$ cat config.mk
export PLATFORM = sky130hd
export DESIGN_NAME = wb_cdb_arbiter
export DESIGN_NICKNAME = d
export VERILOG_FILES = /design/src/rtl/ooop_types.sv /design/src/rtl/wb_cdb_arbiter.sv
export SDC_FILE = /design/constraint.sdc
export NUM_CORES = 1
export LEC_CHECK = 0
export ABC_AREA = 1
export CAP_MARGIN = 15
export CORE_ASPECT_RATIO = 1.4
export CORE_UTILIZATION = 45
export CTS_CLUSTER_DIAMETER = 120
export DETAILED_ROUTE_END_ITERATION = 10
export GPL_ROUTABILITY_DRIVEN = 0
export PLACE_DENSITY = 0.71
export SETUP_SLACK_MARGIN = 0.05
export SYNTH_ARGS = -nofsm -noshare
export SYNTH_HDL_FRONTEND = slang
export SYNTH_SLANG_ARGS = --single-unit
$ cat constraint.sdc
create_clock -name clk -period 4.8 [get_ports clk]
set_input_delay 0.48 -clock clk [delete_from_list [all_inputs] [get_ports clk]]
set_output_delay 0.48 -clock clk [all_outputs]
set_load 0.01 [all_outputs]
$ cat src/rtl/ooop_types.sv
// rtl/ooop_types.sv - shared writeback packet type for the out-of-order core
package ooop_types;

  typedef struct packed {
    logic        valid;
    logic [5:0]  rob_tag;
    logic [6:0]  prd;
    logic [31:0] data;
  } wb_pkt_t;

endpackage

$ cat src/rtl/wb_cdb_arbiter.sv
// rtl/wb_cdb_arbiter.sv - per-FU writeback FIFOs sharing one CDB port round-robin
module wb_cdb_arbiter
  import ooop_types::*;
#(
  parameter int NUM_SRC    = 3,
  parameter int FIFO_DEPTH = 2,
  localparam int SW = (NUM_SRC > 1) ? $clog2(NUM_SRC) : 1,
  localparam int OW = $clog2(FIFO_DEPTH + 1),
  localparam int PW = $clog2(FIFO_DEPTH)
) (
  input  logic                clk,
  input  logic                rst,
  input  logic                flush_i,
  input  wb_pkt_t             wb_i [NUM_SRC],
  input  logic                cdb_ready_i,
  output wb_pkt_t             cdb_o,
  output logic [SW-1:0]       cdb_src_o,
  output logic [NUM_SRC-1:0]  stall_o,
  output logic [OW-1:0]       occ_o [NUM_SRC],
  output logic                ovf_err_o
);

  wb_pkt_t       r_mem    [NUM_SRC][FIFO_DEPTH];
  logic [PW-1:0] r_rd_ptr [NUM_SRC];
  logic [PW-1:0] r_wr_ptr [NUM_SRC];
  logic [OW-1:0] r_cnt    [NUM_SRC];
  logic [SW-1:0] r_rr;
  logic          r_lock;
  logic [SW-1:0] r_lock_src;
  logic          r_ovf;

  logic [SW-1:0]      w_grant;
  logic               w_found;
  logic               w_valid;
  logic               w_fire;
  logic [NUM_SRC-1:0] w_pop;
  logic [NUM_SRC-1:0] w_wr;
  logic               w_ovf;
  logic [SW-1:0]      w_rr_next;

  function automatic logic [PW-1:0] inc_ptr(input logic [PW-1:0] p);
    return (p == PW'(FIFO_DEPTH - 1)) ? '0 : p + PW'(1);
  endfunction

  // A stalled grant stays locked so the presented packet never changes under backpressure.
  always_comb begin
    w_grant = '0;
    w_found = 1'b0;
    if (r_lock) begin
      w_grant = r_lock_src;
      w_found = (r_cnt[r_lock_src] != '0);
    end else begin
      for (int k = 0; k < NUM_SRC; k++) begin
        if (!w_found && r_cnt[(int'(r_rr) + k) % NUM_SRC] != '0) begin
          w_found = 1'b1;
          w_grant = SW'((int'(r_rr) + k) % NUM_SRC);
        end
      end
    end
  end

  assign w_valid   = w_found && !rst && !flush_i;
  assign w_fire    = w_valid && cdb_ready_i;
  assign w_rr_next = (w_grant == SW'(NUM_SRC - 1)) ? '0 : w_grant + SW'(1);

  always_comb begin
    cdb_o     = '0;
    cdb_src_o = '0;
    if (w_valid) begin
      cdb_o       = r_mem[w_grant][r_rd_ptr[w_grant]];
      cdb_o.valid = 1'b1;
      cdb_src_o   = w_grant;
    end
  end

  // A pop on a full FIFO frees the slot the same-cycle push lands in.
  always_comb begin
    w_pop = '0;
    w_wr  = '0;
    w_ovf = 1'b0;
    for (int i = 0; i < NUM_SRC; i++) begin
      w_pop[i] = w_fire && (w_grant == SW'(i));
      w_wr[i]  = wb_i[i].valid && ((r_cnt[i] != OW'(FIFO_DEPTH)) || w_pop[i]);
      if (wb_i[i].valid && !w_wr[i]) w_ovf = 1'b1;
    end
  end

  always_comb begin
    for (int i = 0; i < NUM_SRC; i++) begin
      occ_o[i]   = rst ? '0 : r_cnt[i];
      stall_o[i] = !rst && (r_cnt[i] >= OW'(FIFO_DEPTH - 1));
    end
  end

  assign ovf_err_o = r_ovf && !rst;

  always_ff @(posedge clk) begin
    if (rst) begin
      for (int i = 0; i < NUM_SRC; i++) begin
        r_rd_ptr[i] <= '0;
        r_wr_ptr[i] <= '0;
        r_cnt[i]    <= '0;
      end
      r_rr       <= '0;
      r_lock     <= 1'b0;
      r_lock_src <= '0;
      r_ovf      <= 1'b0;
    end else if (flush_i) begin
      for (int i = 0; i < NUM_SRC; i++) begin
        r_rd_ptr[i] <= '0;
        r_wr_ptr[i] <= '0;
        r_cnt[i]    <= '0;
      end
      r_lock <= 1'b0;
    end else begin
      if (w_fire) begin
        r_rr   <= w_rr_next;
        r_lock <= 1'b0;
      end else if (w_valid) begin
        r_lock     <= 1'b1;
        r_lock_src <= w_grant;
      end
      if (w_ovf) r_ovf <= 1'b1;
      for (int i = 0; i < NUM_SRC; i++) begin
        if (w_wr[i]) begin
          r_mem[i][r_wr_ptr[i]] <= wb_i[i];
          r_wr_ptr[i]           <= inc_ptr(r_wr_ptr[i]);
        end
        if (w_pop[i]) r_rd_ptr[i] <= inc_ptr(r_rd_ptr[i]);
        r_cnt[i] <= r_cnt[i] + OW'(w_wr[i]) - OW'(w_pop[i]);
      end
    end
  end

endmodule

==> reports/qor.yml <==
startpoint: "r_rr[0]$_SDFFE_PP0P_"
die-area_sq_um: 27800
fin_skew_ns: 0.0111
grt_pass1_vias: 8813
ios: 200
htree_num_levels: 1
root_buffer: "clkbuf_16"
synth_top_cell_area_share_pct: 69.5
synthMostInstantiatedCell: "edfxtp_1"
finalCriticalPeriod_ns: 4.45
drtAntennaViolNets: 0
clk_pin_slew_ns: 0.06
worstPathRequired_ns: 4.32
drv_slew: 0
start_util_pct: 46.2
ys_seq_area_share_pct: 70.8
drtIter0Drc: 580
grt_max_degree: 75
totalPowerFinal_uw: 8870
avgSynthCellArea_sq_um: 11.8
ir_drop_mv: 0.543
ys_ff_latch: 290
routedWlPerCell_um: 19.7
cp_max_fo: 45
cts_tree: "yes"
setup.worst_path.start_class: "flip-flop"
setup_violations: 0
critPathCaptureType: "output port"
min-delay-path-class: "flip-flop to flip-flop"
maxCapViolations: 0
fin_ws_ns: 0.352
hpwl_um: 20700
fmax_mhz: 225
fp-row-count: 70
area.sequential_sq_um: 8630
multiInputGateArea_sq_um: 3060
synth_edf_count: 282
routed_wl_um: 32200
fp.coreArea_sq_um: 26400
grt_use_total_pct: 23.4
die_x_um: 141
power.static_leakage_uw: 0.00573
yosys_warnings: 0
tightest_slew_ns: 0.625
cts_buffers: 28
synth_flop_cell: "edfxtp_1"
clk_latency_ns: 0.53
vias: 8497
synth.distinct_cells: 33
hold_path.startpoint: "r_ovf$_SDFFE_PP0P_"
powerDensity_nw_per_um2: 568
async_flop_share_pct: 0
first_pass_iters: 5
holdBufCountCts: 0
ys_top_cells_by_count: "282 x edfxtp_1, 226 x nor2_1, 180 x nand2_1"
setup_tns_ns: 0
finalHoldViolCount: 0
fillers: 2122
die_h_um: 197
nets: 1402
clk_path_buf_depth: 3
gr-total-overflow: 0
syn-cell-area_sq_um: 12200
viasPerCell: 5.20
slew_headroom_pct: 58.4
antenna_found_initial: 2
yosys.area.top_type: "edfxtp_1"
crit_type: "flip-flop to output port"
netlist_top_cells_area: "edfxtp_1 69%, nor2_1 7.0%, nand2_1 5.5%"
io_buffers: 199
area_growth_pct: 28.1
min_period_over_period_pct: 92.7
drcViolationCount: 0
rsz0062_at_grt: "yes"
drive_gt1_share_pct: 6.45
fin_util_pct: 59.2
pre_cts_ws_ns: 0.513
status: "completed"
worst_ep_arrival_time_ns: 3.97
grt_pass1_wl_um: 48600
cts.sinks: 290
syn_inst: 1037
r2r_start: "r_rr[0]$_SDFFE_PP0P_"
-- where the power goes --
part | internal [uW] | total, uW | switching [uW]
registers | 2860 | 2890 | 29.6
logic | 1410 | 3920 | 2510
clock network | 1190 | 2060 | 870
-- registers in the layout, indices dropped and copies added, names as in the netlist, named ones only --
register,count
r_cnt,6
r_lock_src,2
r_rd_ptr,3
r_rr,2
r_lock,1
r_wr_ptr,3
r_mem,270
r_ovf,1
-- final timing paths --
kind                       endpoint  cells past startpoint  slack (ns)
max                       cdb_o[24]                     19        0.35
min              r_ovf$_SDFFE_PP0P_                      2        0.46
max reg2reg  r_mem[0][65]$_DFFE_PP_                     17        0.65
min reg2reg      r_ovf$_SDFFE_PP0P_                      2        0.46
-- critical path, stage by stage, from the launching register on --
cell             delay (ns)
dfxtp_1                0.36
inv_1                  0.09
ha_1                   0.36
inv_1                  0.12
nand2_1                0.06
nand3_1                0.07
nand2_1                0.08
inv_2                  0.10
nand3_1                0.07
nand2_1                0.06
inv_1                  0.03
nand3_1                0.12
nand2_4                0.17
nand2_2                0.21
buf_8                  0.37
o22ai_1                0.13
nor2_1                 0.12
nor2_1                 0.05
nor2_1                 0.24
clkdlybuf4s50_1        0.60
-- routing by layer --
layer	vias to the layer above	routed length, um	track usage (%)
li1	3995	-	-
met1	4118	12100	26.7
met2	324	17400	43.9
met3	60	1610	3.09
met4	0	1030	8.98
met5	-	0	0
-- metrics by stage --
| stage | std cells | instance area [sq um] | hold WS (ns) |
|---|---|---|---|
| after floorplan | 1042 | 12200 | 0.421 |
| after global placement | 1576 | 14700 | 0.443 |
| after detailed placement | 1576 | 14700 | 0.444 |
| after CTS | 1631 | 15600 | 0.461 |
| after global routing | 1633 | 15600 | 0.479 |
| final | 1633 | 15600 | 0.458 |
-- repair_timing --
item,CTS,global route
buffers inserted,3,0
pin swaps,1,0
gates resized for setup,2,7
setup endpoints to repair,38,34
cloned,1,0
-- layout make-up --
type                       instances  area share, %
antenna                            2         0.0321
sequential                       290           55.3
clock inverter                     4          0.337
tap                              360           2.89
multi-input combinational        614           19.6
clock buffer                      47           5.15
timing repair buffer             226           14.6
inverter                          90           2.16
-- kinds of logic (layout without fill, tap and decap cells) --
| logic type | count (synthesis) | after routing | share of synthesized area [%] |
|---|---|---|---|
| AND/OR/NAND/NOR | 497 | 497 | 17.3 |
| flip-flops | 290 | 290 | 70.8 |
| buffers and inverters | 139 | 367 | 5.03 |
| AO/OA/AOI/OAI | 97 | 98 | 5.58 |
| adder cells (fa/ha/maj) | 10 | 10 | 1.03 |
| XOR/XNOR | 3 | 3 | 0.216 |
| other | 1 | 8 | 0.0308 |
-- placed cells by master (no fill, tap or decap), types with 3 or more instances in the layout --
master           instances
edfxtp_1               282
nor2_1                 220
clkdlybuf4s50_1        199
nand2_1                179
inv_1                   87
o211ai_1                46
nand3b_1                45
o22ai_1                 32
clkbuf_16               29
nand3_1                 20
buf_4                   19
clkbuf_1                17
nor3_1                  14
ha_1                    10
nor2_4                   8
dfxtp_1                  8
a21oi_1                  6
conb_1                   6
o21ai_0                  5
buf_12                   5
inv_2                    3
nand4_1                  3
xor2_1                   3
Power figures use the tool's default switching activity.
